File: src/rtl/ndp_unit_if.sv
// Stream and result bundle for the ndp_unit systolic MAC array.
// The master drives the operand stream; the slave (the array) returns edge values and accumulators.
interface ndp_unit_if #(
    parameter int WIDTH = 16,
    parameter int ROWS  = 2,
    parameter int COLS  = 2
);
    logic [ROWS*WIDTH-1:0]      in_a;
    logic [COLS*WIDTH-1:0]      in_b;
    logic                       in_done_flag;
    logic [1:0]                 SIMD_Control;
    logic [ROWS*WIDTH-1:0]      out_a;
    logic [COLS*WIDTH-1:0]      out_b;
    logic [ROWS*COLS*WIDTH-1:0] out_c;
    logic                       calc_done_flag;

    modport master (
        output in_a, in_b, in_done_flag, SIMD_Control,
        input  out_a, out_b, out_c, calc_done_flag
    );

    modport slave (
        input  in_a, in_b, in_done_flag, SIMD_Control,
        output out_a, out_b, out_c, calc_done_flag
    );
endinterface

File: src/rtl/ndp_unit.sv
// Output-stationary systolic MAC array: skewed a/b streams flow right/down through a PE grid,
// each PE accumulating its element of the outer-product sum; a small FSM flags completion.
module ndp_unit #(
    parameter int WIDTH      = 16,
    parameter int ARR_WIDTH  = 2,
    parameter int ARR_HEIGHT = 2,
    parameter int SYS_WIDTH  = 1,
    parameter int SYS_HEIGHT = 1
) (
    input  logic      clk,
    input  logic      reset,
    ndp_unit_if.slave bus
);
    localparam int ROWS       = ARR_HEIGHT * SYS_HEIGHT;
    localparam int COLS       = ARR_WIDTH * SYS_WIDTH;
    localparam int DONE_EDGES = ROWS + COLS;
    localparam int CNT_W      = $clog2(DONE_EDGES + 1);

    typedef enum logic [1:0] {
        OP_MAC     = 2'b00,
        OP_ADD     = 2'b01,
        OP_MUL     = 2'b10,
        OP_MAC_ALT = 2'b11
    } op_e;

    typedef enum logic [1:0] {
        ST_IDLE,
        ST_COUNT,
        ST_DONE
    } state_e;

    op_e op;
    assign op = op_e'(bus.SIMD_Control);

    // Once the stream is finished the array keeps clocking, so feed zeros to flush it.
    logic [ROWS*WIDTH-1:0] a_gated;
    logic [COLS*WIDTH-1:0] b_gated;
    assign a_gated = bus.in_done_flag ? '0 : bus.in_a;
    assign b_gated = bus.in_done_flag ? '0 : bus.in_b;

    logic [WIDTH-1:0] a_edge [ROWS];
    logic [WIDTH-1:0] b_edge [COLS];

    for (genvar r = 0; r < ROWS; r++) begin : g_a_skew
        if (r == 0) begin : g_direct
            assign a_edge[r] = a_gated[r*WIDTH +: WIDTH];
        end else begin : g_shift
            logic [WIDTH-1:0] sh_q [r];
            // NOTE: skew stages are reset like any other state so a mid-stream reset flushes them.
            always_ff @(posedge clk or negedge reset) begin
                if (!reset) begin
                    for (int i = 0; i < r; i++) sh_q[i] <= '0;
                end else begin
                    sh_q[0] <= a_gated[r*WIDTH +: WIDTH];
                    for (int i = 1; i < r; i++) sh_q[i] <= sh_q[i-1];
                end
            end
            assign a_edge[r] = sh_q[r-1];
        end
    end

    for (genvar c = 0; c < COLS; c++) begin : g_b_skew
        if (c == 0) begin : g_direct
            assign b_edge[c] = b_gated[c*WIDTH +: WIDTH];
        end else begin : g_shift
            logic [WIDTH-1:0] sh_q [c];
            always_ff @(posedge clk or negedge reset) begin
                if (!reset) begin
                    for (int i = 0; i < c; i++) sh_q[i] <= '0;
                end else begin
                    sh_q[0] <= b_gated[c*WIDTH +: WIDTH];
                    for (int i = 1; i < c; i++) sh_q[i] <= sh_q[i-1];
                end
            end
            assign b_edge[c] = sh_q[c-1];
        end
    end

    logic [WIDTH-1:0] a_w   [ROWS][COLS];
    logic [WIDTH-1:0] b_w   [ROWS][COLS];
    logic [WIDTH-1:0] acc_w [ROWS][COLS];

    for (genvar r = 0; r < ROWS; r++) begin : g_row
        for (genvar c = 0; c < COLS; c++) begin : g_pe
            logic [WIDTH-1:0] a_in, b_in;
            logic [WIDTH-1:0] a_q, b_q, acc_q, acc_d;

            if (c == 0) begin : g_a_left
                assign a_in = a_edge[r];
            end else begin : g_a_chain
                assign a_in = a_w[r][c-1];
            end

            if (r == 0) begin : g_b_top
                assign b_in = b_edge[c];
            end else begin : g_b_chain
                assign b_in = b_w[r-1][c];
            end

            // Operands are WIDTH bits, so products and sums wrap mod 2^WIDTH by construction.
            always_comb begin
                acc_d = acc_q;
                case (op)
                    OP_ADD:  acc_d = acc_q + a_in + b_in;
                    OP_MUL:  acc_d = a_in * b_in;
                    default: acc_d = acc_q + a_in * b_in;
                endcase
            end

            // NOTE: sequential state uses non-blocking assignments so every PE samples pre-edge values.
            always_ff @(posedge clk or negedge reset) begin
                if (!reset) begin
                    a_q   <= '0;
                    b_q   <= '0;
                    acc_q <= '0;
                end else begin
                    a_q   <= a_in;
                    b_q   <= b_in;
                    acc_q <= acc_d;
                end
            end

            assign a_w[r][c]   = a_q;
            assign b_w[r][c]   = b_q;
            assign acc_w[r][c] = acc_q;
        end
    end

    // Completion: count DONE_EDGES edges from the first finished-stream edge, then latch done.
    state_e           state_q;
    logic [CNT_W-1:0] cnt_q;
    logic             done_q;

    always_ff @(posedge clk or negedge reset) begin
        if (!reset) begin
            state_q <= ST_IDLE;
            cnt_q   <= '0;
            done_q  <= 1'b0;
        end else begin
            case (state_q)
                ST_IDLE: begin
                    if (bus.in_done_flag) begin
                        cnt_q   <= CNT_W'(1);
                        state_q <= ST_COUNT;
                    end
                end
                ST_COUNT: begin
                    cnt_q <= cnt_q + 1'b1;
                    if (cnt_q == CNT_W'(DONE_EDGES - 1)) begin
                        state_q <= ST_DONE;
                        done_q  <= 1'b1;
                    end
                end
                default: begin
                    done_q <= 1'b1;
                end
            endcase
        end
    end

    always_comb begin
        bus.out_a = '0;
        bus.out_b = '0;
        bus.out_c = '0;
        for (int r = 0; r < ROWS; r++) begin
            bus.out_a[r*WIDTH +: WIDTH] = a_w[r][COLS-1];
        end
        for (int c = 0; c < COLS; c++) begin
            bus.out_b[c*WIDTH +: WIDTH] = b_w[ROWS-1][c];
        end
        for (int r = 0; r < ROWS; r++) begin
            for (int c = 0; c < COLS; c++) begin
                bus.out_c[(r*COLS+c)*WIDTH +: WIDTH] = acc_w[r][c];
            end
        end
    end

    assign bus.calc_done_flag = done_q;

endmodule

File: src/flat_wrapper.sv
// flat-port wrapper written by rule: the top's interface ports become plain ports
module ndp_unit_flat 
#(
    parameter int WIDTH      = 16,
    parameter int ARR_WIDTH  = 2,
    parameter int ARR_HEIGHT = 2,
    parameter int SYS_WIDTH  = 1,
    parameter int SYS_HEIGHT = 1
)
  (clk, reset, bus_in_a, bus_in_b, bus_in_done_flag, bus_SIMD_Control, bus_out_a, bus_out_b, bus_out_c, bus_calc_done_flag);
  ndp_unit_if #(.WIDTH(WIDTH), .ROWS(2), .COLS(2)) bus_i ();
  input  logic clk;
  input  logic reset;
  input wire logic [$bits(bus_i.in_a)-1:0] bus_in_a;
  input wire logic [$bits(bus_i.in_b)-1:0] bus_in_b;
  input wire logic [$bits(bus_i.in_done_flag)-1:0] bus_in_done_flag;
  input wire logic [$bits(bus_i.SIMD_Control)-1:0] bus_SIMD_Control;
  output wire logic [$bits(bus_i.out_a)-1:0] bus_out_a;
  output wire logic [$bits(bus_i.out_b)-1:0] bus_out_b;
  output wire logic [$bits(bus_i.out_c)-1:0] bus_out_c;
  output wire logic [$bits(bus_i.calc_done_flag)-1:0] bus_calc_done_flag;
  assign bus_i.in_a = bus_in_a;
  assign bus_i.in_b = bus_in_b;
  assign bus_i.in_done_flag = bus_in_done_flag;
  assign bus_i.SIMD_Control = bus_SIMD_Control;
  assign bus_out_a = bus_i.out_a;
  assign bus_out_b = bus_i.out_b;
  assign bus_out_c = bus_i.out_c;
  assign bus_calc_done_flag = bus_i.calc_done_flag;
  ndp_unit #(.WIDTH(WIDTH), .ARR_WIDTH(ARR_WIDTH), .ARR_HEIGHT(ARR_HEIGHT), .SYS_WIDTH(SYS_WIDTH), .SYS_HEIGHT(SYS_HEIGHT)) u_core (.clk(clk), .reset(reset), .bus(bus_i));
endmodule
File: config.mk
export PLATFORM = sky130hd
export DESIGN_NAME = ndp_unit_flat
export DESIGN_NICKNAME = d
export VERILOG_FILES = /design/src/rtl/ndp_unit_if.sv /design/src/rtl/ndp_unit.sv /design/src/flat_wrapper.sv
export SDC_FILE = /design/constraint.sdc
export NUM_CORES = 2
export LEC_CHECK = 0
export CORE_MARGIN = 3
export CORE_UTILIZATION = 50
export DETAILED_ROUTE_END_ITERATION = 8
export PLACE_DENSITY = 0.81
export SLEW_MARGIN = 40
export SYNTH_ARGS = -nofsm -noshare
export SYNTH_HDL_FRONTEND = slang
export SYNTH_SLANG_ARGS = --single-unit
File: constraint.sdc
create_clock -name clk -period 8.1 [get_ports clk]
set_input_delay 2.43 -clock clk [delete_from_list [all_inputs] [get_ports clk]]
set_output_delay 2.43 -clock clk [all_outputs]
set_load 0.01 [all_outputs]
# ---- Word-level counts from Yosys, hierarchy flattened
# Index checks and enable logic that the tools add are counted.
dict set report classes {
  add_sub_neg 13
  n_mul 4
  n_eq_ne 6
  mux 13
  bitwise_logic 1
  n_reduce_logical 5
}
# operator count
set ops {}
lappend ops {{adder 16 bit} 12}
lappend ops {{case mux 16 bit (2 select lines)} 4}
lappend ops {{multiplier 16 x 16 -> 16 bit} 4}
lappend ops {{2-to-1 mux 32 bit} 2}
lappend ops {{case mux 3 bit (2 select lines)} 1}
lappend ops {{equality test 2 x 1 -> 1 bit, second input constant} 2}
lappend ops {{2-to-1 mux 2 bit} 2}
lappend ops {{case mux 2 bit (2 select lines)} 1}
lappend ops {{AND reduction 2 bit} 2}
lappend ops {{adder 3 x 1 -> 3 bit, second input constant} 1}
lappend ops {{equality test 3 x 2 -> 1 bit, second input constant} 1}
lappend ops {{2-to-1 mux 3 bit} 1}
lappend ops {{AND reduction 3 bit} 1}
lappend ops {{equality test 2 bit, second input constant} 1}
lappend ops {{logical NOT 2 bit} 1}
lappend ops {{!= test 2 x 1 -> 1 bit, second input constant} 1}
lappend ops {{!= test 2 bit, second input constant} 1}
lappend ops {{case mux 1 bit (2 select lines)} 1}
lappend ops {{nonzero test 2 bit} 1}
lappend ops {{2-to-1 mux 1 bit} 1}
lappend ops {{NOT 1 bit} 1}
dict set report totals {
  reg_bits 230
  in_bits 69
  output_inout_bits 129
  word_cells 59
}

# ---- Longest topological paths before layout
dict set report logic_depth {
  ltp_word 4
  ltp_mapped 29
  ltp_nobuf 28
}

# ---- Worst setup path after synthesis
# OpenSTA, ideal clock, no wires.
dict set report synth_path {
  path_type {input to register}
  startpoint {in bus_in_done_flag}
  endpoint {reg u_core.g_row[0].g_pe[0].acc_q[15]}
  setup_time_ns 0.137
  arrival_time_ns 8.508
  required_ns 7.963
  setup_slack_ns -0.544
  path_stages 26
  path_buffers 3
  path_cell_list {buf_4 -> clkbuf_1 -> nor2b_1 -> clkbuf_1 -> and2_1 -> fa_1 -> inv_1 -> fa_1 -> fa_1 -> fa_1 -> inv_1 -> fa_1 -> inv_1 -> fa_1 -> inv_1 -> ha_1 -> and3_1 -> a221o_1 -> a21o_1 -> a21o_1 -> xor2_1 -> ha_1 -> nor2_1 -> a211o_1 -> xnor3_1 -> a21boi_1}
}
dict set report synth_between {
  elab_chain_cells 4
  word_cells_on_any_way 7
  classes_between {add/sub: 3; mul: 1; mux: 3}
}
# element line_no
set synth_rtl {}
lappend synth_rtl {{from (decl)} flat_wrapper.sv:16} ;# input wire logic [$bits(bus_i.in_done_flag)-1:0] bus_in_done_flag;
lappend synth_rtl {{2-to-1 mux 32 bit (*)} ndp_unit.sv:38} ;# assign a_gated = bus.in_done_flag ? '0 : bus.in_a;
lappend synth_rtl {{net u_core.a_gated[7]} ndp_unit.sv:36} ;# logic [ROWS*WIDTH-1:0] a_gated;
lappend synth_rtl {{multiplier 16 x 16 -> 16 bit or adder 16 bit (tied branches)} {ndp_unit.sv:105, ndp_unit.sv:106, ndp_unit.sv:104}}
lappend synth_rtl {{adder 16 bit (on tied branches)} {ndp_unit.sv:106, ndp_unit.sv:104}}
lappend synth_rtl {{case mux 16 bit (2 select lines) (*)} ndp_unit.sv:103} ;# case (op)
lappend synth_rtl {{net u_core.g_row[0].g_pe[0].acc_d[15]} ndp_unit.sv:86} ;# logic [WIDTH-1:0] a_q, b_q, acc_q, acc_d;
lappend synth_rtl {{to (signal assigned)} ndp_unit.sv:115} ;# acc_q <= '0;
lappend synth_rtl {{to (signal assigned)} ndp_unit.sv:119} ;# acc_q <= acc_d;
lappend synth_rtl {{to (decl)} ndp_unit.sv:86}
# Mark *: on every way through the listed nets, which the timed path passes. The rest lies on a longest branch.
# A chain may end at the register's enable or synchronous reset.

# ---- Final worst setup path
dict set report layout_path {
  startpoint {in bus_in_b[4]}
  endpoint {reg u_core.g_row[0].g_pe[0].acc_q[14]}
}
dict set report layout_between {
  elab_chain_cells 4
  word_cells_on_any_way 5
  classes_between {add/sub: 2; mul: 1; mux: 2}
}
# element line_no
set layout_rtl {}
lappend layout_rtl {{from (decl)} flat_wrapper.sv:15} ;# input wire logic [$bits(bus_i.in_b)-1:0] bus_in_b;
lappend layout_rtl {{2-to-1 mux 32 bit (*)} ndp_unit.sv:39} ;# assign b_gated = bus.in_done_flag ? '0 : bus.in_b;
lappend layout_rtl {{multiplier 16 x 16 -> 16 bit} {ndp_unit.sv:105, ndp_unit.sv:106}}
lappend layout_rtl {{adder 16 bit} ndp_unit.sv:106} ;# default: acc_d = acc_q + a_in * b_in;
lappend layout_rtl {{case mux 16 bit (2 select lines) (*)} ndp_unit.sv:103}
lappend layout_rtl {{net u_core.g_row[0].g_pe[0].acc_d[14]} ndp_unit.sv:86}
# Marks and branches as above.

==> flow_summary.toml <==
[setup_path]
end_kind = "register"
crit_slowest_cell = "fa_1"
cp_cell_sequence = "clkdlybuf4s50_1 -> buf_4 -> and2_4 -> fa_1 -> fa_1 -> ha_2 -> fa_1 -> inv_2 -> fa_1 -> fa_1 -> inv_2 -> ha_4 -> buf_4 -> nor3_1 -> a21oi_2 -> a21oi_2 -> xnor2_2 -> ha_1 -> a21o_1 -> a31o_4 -> nand3_1 -> nand2_1 -> xor2_1 -> a221o_1"
rrSetupSlack_ps = 980
required_ps = 8570
reg2reg_from = "u_core.g_a_skew[1].g_shift.sh_q[4]$_DFF_PN0_"
cp_common_cell = "fa_1"
arrival_ps = 8460
cp-start-kind = "input port"
critPathKind = "in2reg"
cpPeakStageDelay_ps = 550
worstReg2RegEnd = "u_core.g_row[1].g_pe[0].acc_q[15]$_DFF_PN0_"
path_max_fanout = 6
r2r_cells = 22

[placed_design]
port_buffers = 197
detailedPlace.worstSlack_ps = -767
gp_congestion = 0.961
dp_hpwl_um = 62100

[drt]
drt.antenna.violating_nets = 0
vias_per_cell = 5.49
drt_wl_total_um = 80900
drc = 0
num_vias = 22598
first_pass_iters = 7
drt_iter0_drc = 1571
wl_per_cell_um = 19.7

[global_routing]
grt_pass1_vias = 23414
grt_max_degree = 137
antenna_found_initial = 2
grt.overflow.total = 0
grt_pass1_wl_um = 128000
track_usage = 0.267

[synth]
synth_top_area_frac = 0.265
synth_seq_area_share = 0.196
netlist_top_cells_area = "fa_1 (26%), dfrtp_1 (20%), ha_1 (14%), inv_1 (6.8%), and2_1 (6.5%)"
synth_enable_flop_cells = 0
yosys_warnings = 0
synthFlopType = "dfrtp_1"
syn_nets = 3855
async_flop_share = 1.00
synth_cells = 3078
syn_area_um2 = 29400
synth-seq-cells = 230
synth_largest_area_cell = "fa_1"
avgSynthCellArea_um2 = 9.54
ys_types = 66

[min_path]
min_to = "u_core.bus.calc_done_flag$_DFFE_PN0P_"
whs_path_depth = 1
hp-class = "reg2reg"
hp-start = "u_core.bus.calc_done_flag$_DFFE_PN0P_"

[cts]
cts_tree = "built"
cts-root-buf = "clkbuf_16"
cts_sinks = 230
clockBufferDepth = 3
clock_latency_ps = 590
clk_pin_slew_ps = 60
cts_buffers = 30
cts_max_level = 1

[floorplanning]
core_um2 = 57900
initial_core_util = 0.507
die_area_um2 = 61700
pin_count = 198
rows = 88
die_y_um = 248
die_w_um = 248

[sta]
hold_violations = 0
hold_ws_ps = 467
slew_viol_final = 0
max_slew_margin = 0.363
fin_worst_skew_ps = 14.0
fin_crit_ps = 7990
period_share = 0.986
setup_viol = 0
layout_setup_ws_ps = 113
worstMarginPinSlew_ps = 931
clock.fmax_mhz = 125

[final_layout]
area_growth_pct = 16.8
final_util = 0.592
final_cell_mix = "inv_1 (531), fa_1 (385), ha_1 (308), and2_1 (297), nand2_1 (287)"
fillCellCount = 4801
final_common_cell = "inv_1"
drive_above_1_share = 0.0723
nets = 4102

[power]
p_total_mw = 9.10
leakage_nw = 16.9
power_density_nw_per_um2 = 266
irDropWorstVdd_uv = 210

[run]
maxCapViolations = 0

[run_status]
status = "complete, no violations"
cell type report:
class                      instances  area [µm²]  share of cell area
clock buffer                      37         818              0.0239
sequential                       230        5760               0.168
multi-input combinational       2212       21500               0.627
clock inverter                    16         250             0.00730
timing repair buffer             315        2970              0.0867
tap                              765         957              0.0279
inverter                         536        2010              0.0587
antenna                            2        5.00            0.000146
per-layer routing:
metal,vias up,wire length (µm),global-route usage
met5,-,13,0
met4,2,2660,0.0858
met3,169,6670,0.0471
met2,895,38400,0.441
met1,11323,33200,0.357
li1,10209,-,-
critical path: cells and delay by family:
kind / cells / cell delay [ps]
adders and majority gates: 8 / 3130
AOI/OAI and AO/OA: 5 / 1050
buffers and inverters: 5 / 940
and+or+nand+nor: 4 / 610
xor gates and xnor gates: 2 / 300
registers in the layout, indices dropped and copies added (netlist names):
signal and count:
u_core.g_row.g_pe.a_q 64, u_core.g_row.g_pe.acc_q 64, u_core.g_row.g_pe.b_q 64, u_core.g_a_skew.g_shift.sh_q 16, u_core.g_b_skew.g_shift.sh_q 16, u_core.cnt_q 3
u_core.state_q 2, u_core.bus.calc_done_flag 1
power breakdown:
group / leakage [nW] / internal [mW] / switching, mW
sequential: 2.90 / 1.35 / 0.391
clock: 0.525 / 0.906 / 0.569
combinational: 13.5 / 2.91 / 2.98
total: 16.9 / 5.17 / 3.94
cells in the mapped netlist (45+ instances only):
library cell    n
ha_1          320
inv_1         535
xnor2_1       190
clkbuf_1       88
nand2_1       289
fa_1          388
a221oi_1       45
dfrtp_1       230
nor2_1         68
o21ai_0        52
a21o_1         49
a21oi_1       141
and2_1        303
xor2_1         75
nor2b_1        67
timing repair:
action | 4_1_cts | 5_1_grt
hold buffers | 0 | 0
setup endpoints to repair | 2 | 3
gates cloned | 0 | 0
setup buffers | 1 | 6
gates resized for setup | 3 | 57
pin swaps | 0 | 25
cell families (layout without fill, tap and decap cells):
logic type      after synthesis  after routing  share of synthesized area
simple gates                821            821                      0.145
fa+ha+maj                   708            708                      0.401
buf+inv                     636            904                     0.0819
compound gates              412            412                     0.0926
xor+xnor                    270            270                     0.0827
flops                       230            230                      0.196
mux                           1              1                   0.000384
other cells                   0              2                          0
worst max path at each step:
stage	startpoint	to	slack, ps	depth (start not counted)
floorplan	bus_in_done_flag	u_core.g_row[0].g_pe[0].acc_q[15]$_DFF_PN0_	-120	25
global placement	bus_in_a[7]	u_core.g_row[0].g_pe[0].acc_q[15]$_DFF_PN0_	-660	23
detailed placement	bus_in_a[7]	u_core.g_row[0].g_pe[0].acc_q[15]$_DFF_PN0_	-770	23
CTS	bus_in_a[5]	u_core.g_row[0].g_pe[0].acc_q[14]$_DFF_PN0_	20	28
global route	bus_in_b[2]	u_core.g_row[0].g_pe[0].acc_q[14]$_DFF_PN0_	-50	24
finish	bus_in_b[4]	u_core.g_row[0].g_pe[0].acc_q[14]$_DFF_PN0_	110	24
stage by stage:
step / instance area, µm² / std cells / TNS, ps
CTS: 33900 / 4102 / 0
finish: 34300 / 4113 / 0
floorplan: 29500 / 3078 / -184
global placement: 32800 / 4048 / -1940
detailed placement: 32800 / 4048 / -2400
global route: 34300 / 4111 / -45.8
No activity file was read; power rests on OpenSTA's default activity.
